===== src/rtl/sd_pkg.sv =====
// Shared types and constants for the SD sector writer.
// Contents: write FSM state enum, sector geometry, AXI response codes.
package sd_pkg;

   typedef enum logic [1:0] {
      IDLE  = 2'd0,
      FETCH = 2'd1,
      WRITE = 2'd2,
      RESP  = 2'd3
   } sd_wr_state_t;

   localparam int unsigned SD_SECTOR_BYTES = 512;
   localparam int unsigned SD_SECTOR_SHIFT = $clog2(SD_SECTOR_BYTES);

   localparam logic [1:0] AXI_RESP_OKAY   = 2'b00;
   localparam logic [1:0] AXI_RESP_SLVERR = 2'b10;

endpackage


===== src/rtl/sd_sector_writer.sv =====
// sd_sector_writer: AXI-Lite write master that turns a sector-write command
// plus a 32-bit word stream into one AXI-Lite write per word at byte address
// sector*512 + word*4, one write outstanding at a time.
//
// Ports:
//   aclk, aresetn           clock, synchronous active-low reset
//   cmd_valid/cmd_ready     command handshake (ready only in IDLE)
//   cmd_sector, cmd_count   first sector index, number of sectors
//   s_tdata/s_tvalid/s_tready   write word stream
//   m_axil_aw*, m_axil_w*, m_axil_b*   AXI-Lite write master channels
//   busy, done, err         status: active, completion pulse, sticky error
//
// Build option: SD_WR_ABORT_ON_ERR_EN - when defined, a non-OKAY write
// response ends the command immediately (done pulse, back to IDLE).
module sd_sector_writer
   import sd_pkg::*;
#(
   parameter int unsigned WORDS_PER_SECTOR = 128,
   parameter int unsigned CNT_W            = 16
) (
   input  logic             aclk,
   input  logic             aresetn,
   input  logic             cmd_valid,
   output logic             cmd_ready,
   input  logic [31:0]      cmd_sector,
   input  logic [CNT_W-1:0] cmd_count,
   input  logic [31:0]      s_tdata,
   input  logic             s_tvalid,
   output logic             s_tready,
   output logic [31:0]      m_axil_awaddr,
   output logic [2:0]       m_axil_awprot,
   output logic             m_axil_awvalid,
   input  logic             m_axil_awready,
   output logic [31:0]      m_axil_wdata,
   output logic [3:0]       m_axil_wstrb,
   output logic             m_axil_wvalid,
   input  logic             m_axil_wready,
   input  logic [1:0]       m_axil_bresp,
   input  logic             m_axil_bvalid,
   output logic             m_axil_bready,
   output logic             busy,
   output logic             done,
   output logic             err
);

   localparam int unsigned IDX_W = (WORDS_PER_SECTOR > 1) ? $clog2(WORDS_PER_SECTOR) : 1;

   sd_wr_state_t     state;
   logic [31:0]      sector;
   logic [CNT_W-1:0] remaining;
   logic [IDX_W-1:0] word_idx;

   logic [31:0] sector_base;
   logic [31:0] word_off;
   logic        last_word;
   logic        last_sector;
   logic        resp_bad;

   // Full-word writes, unprivileged secure data access.
   assign m_axil_awprot = 3'b000;
   assign m_axil_wstrb  = 4'b1111;

   // Byte address pieces; the sum wraps modulo 2^32.
   assign sector_base = sector << SD_SECTOR_SHIFT;
   assign word_off    = 32'(word_idx) << 2;
   assign last_word   = (word_idx == IDX_W'(WORDS_PER_SECTOR - 1));
   assign last_sector = (remaining == CNT_W'(1));
   assign resp_bad    = (m_axil_bresp != AXI_RESP_OKAY);

   // Command FSM with registered outputs.
   always_ff @(posedge aclk) begin
      if (!aresetn) begin
         state          <= IDLE;
         sector         <= '0;
         remaining      <= '0;
         word_idx       <= '0;
         cmd_ready      <= 1'b1;
         s_tready       <= 1'b0;
         m_axil_awaddr  <= '0;
         m_axil_awvalid <= 1'b0;
         m_axil_wdata   <= '0;
         m_axil_wvalid  <= 1'b0;
         m_axil_bready  <= 1'b0;
         busy           <= 1'b0;
         done           <= 1'b0;
         err            <= 1'b0;
      end else begin
         done <= 1'b0;
         unique case (state)
            IDLE: begin
               // cmd_ready low in IDLE only during the done pulse cycle.
               if (!cmd_ready) begin
                  cmd_ready <= 1'b1;
                  busy      <= 1'b0;
               end else if (cmd_valid) begin
                  sector    <= cmd_sector;
                  remaining <= cmd_count;
                  word_idx  <= '0;
                  err       <= 1'b0;
                  cmd_ready <= 1'b0;
                  busy      <= 1'b1;
                  if (cmd_count == '0) begin
                     done <= 1'b1;
                  end else begin
                     state    <= FETCH;
                     s_tready <= 1'b1;
                  end
               end
            end

            FETCH: begin
               if (s_tvalid) begin
                  s_tready       <= 1'b0;
                  m_axil_wdata   <= s_tdata;
                  m_axil_awaddr  <= sector_base + word_off;
                  m_axil_awvalid <= 1'b1;
                  m_axil_wvalid  <= 1'b1;
                  state          <= WRITE;
               end
            end

            WRITE: begin
               // Each channel retires on its own handshake.
               if (m_axil_awready) m_axil_awvalid <= 1'b0;
               if (m_axil_wready)  m_axil_wvalid  <= 1'b0;
               if ((!m_axil_awvalid || m_axil_awready) &&
                   (!m_axil_wvalid  || m_axil_wready)) begin
                  state         <= RESP;
                  m_axil_bready <= 1'b1;
               end
            end

            RESP: begin
               if (m_axil_bvalid) begin
                  m_axil_bready <= 1'b0;
                  if (resp_bad) err <= 1'b1;
                  if (last_word) begin
                     word_idx  <= '0;
                     sector    <= sector + 32'd1;
                     remaining <= remaining - CNT_W'(1);
                  end else begin
                     word_idx <= word_idx + IDX_W'(1);
                  end
`ifdef SD_WR_ABORT_ON_ERR_EN
                  if (resp_bad || (last_word && last_sector)) begin
`else
                  if (last_word && last_sector) begin
`endif
                     done  <= 1'b1;
                     state <= IDLE;
                  end else begin
                     s_tready <= 1'b1;
                     state    <= FETCH;
                  end
               end
            end

            default: state <= IDLE;
         endcase
      end
   end

endmodule


===== config.mk =====
export PLATFORM = sky130hd
export DESIGN_NAME = sd_sector_writer
export DESIGN_NICKNAME = d
export VERILOG_FILES = /design/src/rtl/sd_pkg.sv /design/src/rtl/sd_sector_writer.sv
export SDC_FILE = /design/constraint.sdc
export NUM_CORES = 1
export LEC_CHECK = 0
export CAP_MARGIN = 20
export CORE_UTILIZATION = 25
export DETAILED_ROUTE_END_ITERATION = 8
export PLACE_DENSITY = 0.51
export RECOVER_POWER = 100
export REMOVE_ABC_BUFFERS = 1
export SLEW_MARGIN = 10
export SYNTH_ARGS = -nofsm -noshare
export SYNTH_HDL_FRONTEND = slang
export SYNTH_SLANG_ARGS = --single-unit
export TNS_END_PERCENT = 100

===== constraint.sdc =====
create_clock -name aclk -period 4.6 [get_ports aclk]
set_input_delay 0.92 -clock aclk [delete_from_list [all_inputs] [get_ports aclk]]
set_output_delay 0.92 -clock aclk [all_outputs]
set_load 0.005 [all_outputs]

==> out/metrics.csv, run 1 <==
stage;metric;value;unit
layout;stdcell_count;1104;
pwr;switchingPower;1.523;mW
layout;drive_gt1_share;5.308;%
setup_path;path_class;input pin to flop;
synth;yosysUniqueCellTypes;55;
timing;maxSlewViolCount;76;
synth;synthArstFlopShare;0;%
route;drt.antenna.violating_nets;0;
route;routed_wirelength;16250;microns
pwr;switching_share;35.78;%
route;drc;0;
pwr;vdd_drop_max;0.2390;mV
route;drtIter0Drc;231;
timing;rsz0062_at_grt;no;
cts;cts_tree;done;
synth;synthCells;686;
pwr;clock_power_share;29.9;%
synth;postSynthAreaPerCell;7.865;sq um
route;wl_per_cell;14.72;microns
timing;finalHoldViolCount;0;
cts;clk_pin_slew;0.05;ns
cts;clock-sinks;118;
grt;grt_pass1_vias;4844;
synth;synth_edf_count;0;
layout;final_common_cell;nand2_1;
setup_path;required;4.95;ns
cts;cts_hold_buf;0;
floorplan;coreArea;21090;sq um
cts;insertion_delay;0.41;ns
synth;synth-seq-area-share;43.78;%
floorplan;die_h;148.9;microns
timing;tightest_slew;1.715;ns
cts;postCtsSetupRepairBufs;0;
layout;fillCellCount;2248;
synth;netlist_area;5395;sq um
pwr;p_comb_share;34.6;%
synth;ys_ff_latch;118;
pwr;pwr-share-seq;35.5;%
floorplan;fp-row-count;53;
floorplan;die_x;148.9;microns
setup_path;path_delay_family;compound AO/OA/AOI/OAI gates;
grt;grt_start_max_net_pins;76;
grt;overflow;0;
pwr;cellPowerDensity;555.4;nW/um^2
placement;io_buffers;149;
placement;gp_congestion;0.7374;
setup_path;crit_chain;dlygate4sd3_1 -> mux2_1 -> and2_0 -> a21oi_4 -> o21ai_0 -> nand3_1;
route;routed-via-count;5104;
setup_path;start_kind;input pin;
floorplan;die_area;22170;sq um
cts;cts_resized;0;
synth;synth-main-ff-cell;dfxtp_1;
cts;cts.htree.levels;4;
floorplan;ios;168;
run_status;violations;capacitance limit, slew limit;
grt;grt_pass1_wl;25760;microns
cts;cts_buffer_depth;2;
route;first_pass_iters;4;
synth;synth_warnings;0;
pwr;intPower;2.734;mW
run_status;status;finished with violations;
timing;finalSetupTns;0;ns
setup_path;slowest_delay;0.84;ns
grt;grt_use_total;15.02;%
route;vias_per_cell;4.623;
placement;dpl.hpwl;10970;microns
setup_path;worst-path-buf-inv;1;
timing;fmax;316.5;MHz
setup_path;cp.arrival;3.51;ns
layout;nets;917;
setup_path;worstSetupEndpointType;flop;
placement;dp.cells;1074;
timing;fin_crit;3.159;ns
timing;fin_crit_sh;68.68;%
floorplan;start_util;25.58;%
layout;layout_common_cells;nand2_1 (164), dfxtp_1 (118), a21oi_1 (84), clkdlybuf4s50_1 (77), dlygate4sd3_1 (72);
run;drv_cap;1;
layout;syn2layout_area_growth;42.09;%
cts;cts_made_buffers;17;
timing;timing.slew.headroom;-14.31;%
grt;antenna_found_initial;1;
pwr;power.leakage;2.940;nW
setup_path;cp_slowest_cell;a21oi_4;
setup_path;cp_max_fo;31;
cts;cts_root_buf;clkbuf_16;
layout;diodes;0;
worst_hold_path;hold_class;flop to flop;
timing;setup_viol;0;
timing;finalClockSkew;0.008100;ns
## worst reg2reg max path, cell delays in order (launching register included)
cell and delay, ns:
dfxtp_1 0.42, inv_1 0.11, ha_1 0.28, mux2_1 0.35, and2_0 0.39, a21oi_4 0.84
o21ai_0 0.24, nand3_1 0.12
## cells in the mapped netlist (all sizes together), types with 6 or more instances
cell / n / share of area, %
nand2: 165 / 11
dfxtp: 118 / 44
a21oi: 85 / 7.9
nor2: 37 / 2.6
clkbuf: 35 / 2.5
o21ai: 30 / 2.8
a22o: 16 / 2.6
buf: 15 / 1.7
inv: 15 / 1.0
xnor2: 15 / 2.4
nand3: 13 / 1.2
nor3: 12 / 1.1
xor2: 12 / 1.9
ha: 10 / 2.3
nor4: 10 / 1.2
nand4: 9 / 1.0
o22ai: 9 / 1.0
and3: 6 / 0.70
mux2i: 6 / 1.1
nor2b: 6 / 0.70
or3: 6 / 0.72
## power groups by stage
stage / combinational (mW) / clock [mW] / sequential, mW
after floorplan: 0.970 / 0 / 1.48
after global placement: 1.51 / 0 / 1.53
after detailed placement: 1.52 / 0 / 1.53
after CTS: 1.52 / 1.32 / 1.51
after global routing: 1.66 / 1.36 / 1.55
final: 1.47 / 1.27 / 1.51
## state kept, by name, summed over array words and instances, names as in the netlist
name            count
word_idx            7
m_axil_bready       1
m_axil_awvalid      1
sector             23
m_axil_awaddr      30
err                 1
done                1
state               2
m_axil_wdata       32
m_axil_wvalid       1
remaining          16
cmd_ready           1
s_tready            1
busy                1
## layer usage
layer	routed length [microns]	up-vias	GRT usage, %
li1	-	2621	-
met2	7148	136	23.05
met4	122	2	4.337
met3	1120	13	5.168
met1	7843	2332	19.78
met5	13	-	0
## stage by stage
| step | worst slack (ns) | power [mW] | hold slack [ns] | util (%) | area, sq um |
|---|---|---|---|---|---|
| 2_1_floorplan | 1.043 | 2.446 | 0.4507 | - | 5196 |
| 3_3_place_gp | 1.308 | 3.040 | 0.4422 | 33.70 | 7106 |
| 3_5_place_dp | 1.277 | 3.048 | 0.4457 | 33.70 | 7106 |
| 4_1_cts | 1.720 | 4.354 | 0.4537 | 36.37 | 7669 |
| 5_1_grt | 1.319 | 4.571 | 0.4653 | 36.35 | 7666 |
| 6_report | 1.441 | 4.257 | 0.4466 | 36.35 | 7666 |
## area by class of cell
type	instances	area (sq um)	area share [%]
timing repair buffer	156	1541	20.11
sequential	118	2362	30.81
inverter	16	60.06	0.7834
clock inverter	3	40.04	0.5223
multi-input combinational	509	2795	36.46
tap	275	344.1	4.488
clock buffer	27	523.0	6.822
## path summary, 6_finish.rpt
kind	start	end	slack [ns]	depth (start not counted)
setup / recovery	m_axil_bvalid	sector[12]	1.44	6
setup reg to reg	state[1]	sector[12]	1.79	7
hold / removal	m_axil_awaddr[29]	m_axil_awaddr[29]	0.45	2
hold reg to reg	m_axil_awaddr[29]	m_axil_awaddr[29]	0.45	2
## cells by family after synthesis
group,after synthesis,share of synthesized area (%)
multiplexers,7,1.322
adder cells (fa/ha/maj),10,2.319
buffers and inverters,66,5.287
other,2,0.1392
AND/OR/NAND/NOR,285,23.70
AO/OA/AOI/OAI,171,19.06
flip-flops,118,43.78
XOR/XNOR,27,4.383
Power figures use the tool's default switching activity.
==> run 2: changes to the inputs <==
- clock period: 4.6 -> 3.19 ns (I/O delays scaled with it)
==> out/metrics.csv, run 2 (synthesized netlist as in run 1, its figures left out) <==
stage;metric;value;unit;change
run_status;status;finished with violations;;
run_status;violations;capacitance limit, slew limit;;
timing;fin_crit_sh;81.07;%;
floorplan;start_util;25.58;%;unchanged
setup_path;cp.arrival;2.82;ns;-0.69 ns
grt;grt_start_max_net_pins;76;;unchanged
timing;finalSetupTns;0;ns;unchanged
worst_hold_path;hp-start;m_axil_wdata[13];;
route;drtIter0Drc;211;;-8.7%
pwr;power.leakage;3.026;nW;+2.9%
floorplan;coreArea;21090;sq um;unchanged
layout;reg.largest.list;m_axil_wdata: 32 flops, m_axil_awaddr: 30 flops, sector: 23 flops;;
setup_path;path_class;input pin to flop;;
placement;dpl.hpwl;11330;microns;+3.3%
route;vias_per_cell;4.645;;+0.47%
placement;gp_congestion;0.7622;;+3.4%
floorplan;fp-row-count;53;;unchanged
layout;nets;924;;+0.76%
route;routed_wirelength;16310;microns;+0.36%
grt;grt_pass1_wl;26100;microns;+1.3%
timing;finalHoldViolCount;0;;unchanged
pwr;vdd_drop_max;0.3723;mV;+56%
setup_path;worstSetupEndpointType;flop;;
timing;finalClockSkew;0.01015;ns;+0.002053 ns
layout;final_common_cell;nand2_1;;
setup_path;timing.rr.end;sector[17];;
route;drt.antenna.violating_nets;0;;unchanged
route;first_pass_iters;4;;unchanged
layout;largest_reg_flops;32;;unchanged
pwr;total_power;6.508;mW;+53%
placement;io_buffers;149;;unchanged
floorplan;die_x;148.9;microns;unchanged
setup_path;r2r-start;state[1];;
timing;fin_crit;2.586;ns;
worst_hold_path;hold_end;m_axil_wdata[13];;
worst_hold_path;whs_path_depth;2;;unchanged
cts;clk_pin_slew;0.06;ns;about the same
placement;pre_cts_ws;0.4363;ns;-0.8404 ns
timing;fmax;386.7;MHz;
cts;cts_made_buffers;17;;unchanged
timing;maxSlewViolCount;76;;unchanged
route;wl_per_cell;14.65;microns;-0.45%
layout;drive_gt1_share;6.563;%;+1.3 points
cts;clock-sinks;118;;unchanged
cts;cts.htree.levels;4;;unchanged
cts;cts_resized;0;;unchanged
setup_path;start_kind;input pin;;
cts;cts_buffer_depth;2;;unchanged
setup_path;critPathLaunch;aresetn;;
setup_path;required;3.42;ns;-1.53 ns
grt;overflow;0;;unchanged
cts;cts_hold_buf;0;;unchanged
setup_path;reg2reg_depth;7;;unchanged
pwr;cellPowerDensity;830.2;nW/um^2;+49%
timing;setup_slack;0.6037;ns;-0.8370 ns
grt;grt_pass1_vias;4987;;+3.0%
timing;tightest_slew;1.728;ns;+0.01358 ns
route;routed-via-count;5170;;+1.3%
timing;timing.hold.ws;0.4487;ns;+0.002079 ns
grt;antenna_found_initial;2;;+1
timing;timing.slew.headroom;-15.21;%;-0.91 points
floorplan;ios;168;;unchanged
cts;postCtsSetupRepairBufs;0;;unchanged
cts;cts_tree;done;;
floorplan;die_h;148.9;microns;unchanged
route;drc;0;;unchanged
floorplan;die_area;22170;sq um;unchanged
layout;syn2layout_area_growth;45.29;%;
timing;rsz0062_at_grt;no;;
run;drv_cap;1;;unchanged
layout;registers.top_by_ff_count;m_axil_wdata;;
worst_hold_path;hold_class;flop to flop;;
layout;diodes;0;;unchanged
setup_path;regToRegSetupSlack;0.65;ns;-1.14 ns
timing;setup_viol;0;;unchanged
cts;insertion_delay;0.42;ns;about the same
cts;cts_root_buf;clkbuf_16;;
grt;grt_use_total;15.21;%;+0.19 points
layout;layout_common_cells;nand2_1 (164), dfxtp_1 (118), a21oi_1 (85), clkdlybuf4s50_1 (79), dlygate4sd3_1 (70);;
setup_path;cp_max_fo;75;;+140%
-- run 2: area by class of cell --
type	count	area, sq um
Clock buffer	17	425.4
Clock inverter	15	234.0
Fill cell	2207	13250
Inverter	16	60.06
Multi-Input combinational cell	509	2784
Sequential cell	118	2362
Tap cell	275	344.1
Timing Repair Buffer	163	1629
-- run 2: through the flow --
stage,utilization [%],instance area [sq um],instances
6_report,37.17,7839,1113
2_1_floorplan,-,5196,643
3_5_place_dp,34.15,7201,1081
4_1_cts,37.27,7860,1113
3_3_place_gp,34.15,7201,1081
5_1_grt,37.17,7839,1113
-- run 2: worst max path at each step --
stage	endpoint	slack, ns
2_1_floorplan	sector[21]	-0.37
3_3_place_gp	remaining[0]	0.43
3_5_place_dp	remaining[0]	0.44
4_1_cts	remaining[0]	0.80
5_1_grt	remaining[0]	0.36
6_report	sector[15]	0.60
-- run 2: where the power goes --
part | internal (mW) | total [mW] | switching, mW
logic | 0.984 | 2.17 | 1.19
clock network | 1.46 | 2.15 | 0.699
registers | 1.82 | 2.18 | 0.365
total | 4.26 | 6.51 | 2.25
-- run 2: critical path, cell delays in order --
cell	delay, ns
clkdlybuf4s50_1	0.43
buf_4	0.18
inv_1	0.07
clkbuf_2	1.25
o22ai_1	0.24
-- run 2: layer usage --
metal  vias up  global-route usage [%]  share of wire [%]  wire (microns)
met5         -                       0              0.080              13
met3        19                   5.352                7.2            1176
met2       135                   23.93                 44            7232
li1       2645                       -                  -               -
met1      2369                   19.52                 47            7700
met4         2                   4.286                1.1             182
==> run 3: changes to the inputs <==
- PLACE_DENSITY: 0.51 -> 0.53
- clock period: 3.19 -> 2.18 ns (I/O delays scaled with it)
==> out/metrics.csv, run 3 (synthesized netlist as in run 1, its figures left out) <==
stage;metric;value;unit;change
run_status;status;completed;;
floorplan;ios;168;;unchanged
worst_hold_path;hp-start;m_axil_wdata[1];;
route;routed-via-count;5274;;+2.0%
setup_path;path_class;flop to flop;;
placement;gp_congestion;0.7893;;+3.6%
floorplan;fp-row-count;53;;unchanged
timing;finalSetupTns;0;ns;unchanged
placement;io_buffers;149;;unchanged
run;drv_cap;0;;-1
cts;cts_buffer_depth;2;;unchanged
setup_path;cp.arrival;2.40;ns;-0.42 ns
pwr;vdd_drop_max;0.5488;mV;+47%
route;drt.antenna.violating_nets;0;;unchanged
placement;dpl.hpwl;11460;microns;+1.1%
setup_path;required;2.49;ns;-0.93 ns
cts;clk_pin_slew;0.06;ns;about the same
timing;fin_crit;2.089;ns;
route;first_pass_iters;5;;+1
grt;grt_pass1_vias;4861;;-2.5%
grt;grt_pass1_wl;25850;microns;-0.98%
timing;timing.hold.ws;0.4485;ns;-0.0002130 ns
timing;fmax;478.7;MHz;
setup_path;critPathLaunch;remaining[1];;
floorplan;coreArea;21090;sq um;unchanged
layout;syn2layout_area_growth;51.97;%;
floorplan;die_area;22170;sq um;unchanged
layout;drive_gt1_share;11.02;%;+4.5 points
cts;cts_tree;done;;
floorplan;start_util;25.58;%;unchanged
setup_path;regToRegSetupSlack;0.09;ns;-0.56 ns
layout;reg.largest.list;m_axil_wdata: 32 flops, m_axil_awaddr: 30 flops, sector: 23 flops;;
cts;clock-sinks;118;;unchanged
pwr;cellPowerDensity;1231;nW/um^2;+48%
worst_hold_path;hold_class;flop to flop;;
grt;grt_start_max_net_pins;76;;unchanged
setup_path;r2r-start;remaining[1];;
route;drtIter0Drc;237;;+12%
pwr;power.leakage;3.229;nW;+6.7%
cts;insertion_delay;0.42;ns;about the same
route;wl_per_cell;14.18;microns;-3.2%
setup_path;start_kind;flop;;
setup_path;worstSetupEndpointType;flop;;
cts;cts.htree.levels;4;;unchanged
setup_path;cp_max_fo;4;;-95%
timing;setup_viol;0;;unchanged
layout;layout_common_cells;nand2_1 (164), dfxtp_1 (118), a21oi_1 (84), clkdlybuf4s50_1 (79), dlygate4sd3_1 (70);;
layout;final_common_cell;nand2_1;;
grt;grt_use_total;15.01;%;-0.21 points
timing;tightest_slew;0.9156;ns;-0.8125 ns
grt;overflow;0;;unchanged
timing;timing.slew.headroom;38.96;%;+54 points
timing;finalHoldViolCount;0;;unchanged
timing;fin_crit_sh;95.82;%;
layout;largest_reg_flops;32;;unchanged
floorplan;die_x;148.9;microns;unchanged
timing;finalClockSkew;0.008545;ns;-0.001607 ns
route;vias_per_cell;4.566;;-1.7%
floorplan;die_h;148.9;microns;unchanged
layout;registers.top_by_ff_count;m_axil_wdata;;
timing;maxSlewViolCount;0;;-100%
layout;diodes;0;;unchanged
cts;cts_made_buffers;17;;unchanged
route;routed_wirelength;16380;microns;+0.44%
route;drc;0;;unchanged
grt;antenna_found_initial;0;;-2
cts;cts_root_buf;clkbuf_16;;
layout;nets;966;;+4.5%
timing;rsz0062_at_grt;yes;;
## run 3: cell types whose count changed in the layout (fill, tap and decap cells not counted), sizes merged
cell | previous run | this run
buf | 12 | 47
bufinv | 6 | 4
clkinv | 8 | 3
clkinvlp | 2 | 1
clkbuf | 19 | 34
## run 3: stage by stage
| stage | setup slack (ns) | power [mW] | std cells | area, sq um | utilization [%] |
|---|---|---|---|---|---|
| after global routing | -0.006250 | 10.81 | 1155 | 8199 | 38.88 |
| after global placement | -0.03104 | 7.048 | 1120 | 7543 | 35.77 |
| final | 0.09106 | 10.09 | 1155 | 8199 | 38.88 |
| after detailed placement | -0.03701 | 7.077 | 1120 | 7543 | 35.77 |
| after floorplan | -1.377 | 5.162 | 643 | 5196 | - |
| after CTS | 0.003924 | 10.27 | 1152 | 8207 | 38.92 |
## run 3: where the power goes
group	switching (mW)	leakage, nW	internal, mW
clock network	1.01	0.326	2.12
registers	0.448	0.961	2.66
logic	1.93	1.94	1.92
total	3.39	3.23	6.70
## run 3: final cells by class
class / instances / area [sq um]
flip-flops and latches: 118 / 2362
fillers: 2187 / 12890
clock buffers: 25 / 525.5
clock inverters: 7 / 137.6
well taps: 275 / 344.1
multi-input cells: 509 / 2805
repair buffers: 205 / 1964
inverters: 16 / 60.06
## run 3: routing by layer
layer | track usage, % | vias up | wire (microns)
met1 | 20.05 | 2402 | 7775
met4 | 5.102 | 0 | 154
met5 | 0 | - | 0
met2 | 22.47 | 136 | 7258
li1 | - | 2724 | -
met3 | 4.954 | 12 | 1188
## run 3: repair_timing
item | in CTS | in global routing
resized for setup | 0 | 5
setup buffers | 0 | 3
hold buffers | 0 | 0
endpoints found under the setup margin | 0 | 5
## run 3: path summary, 6_finish.rpt
path | endpoint | cells after the start
hold reg to reg | m_axil_wdata[1] | 2
hold / removal | m_axil_wdata[1] | 2
setup / recovery | remaining[8] | 8
setup reg to reg | remaining[8] | 8
## run 3: worst max-delay path: stages (launching register included)
cell     delay, ns
dfxtp_1       0.32
inv_1         0.07
ha_1          0.17
or4b_2        0.68
nor4_2        0.18
buf_4         0.15
nor2_1        0.03
o21a_1        0.16
a211o_1       0.21
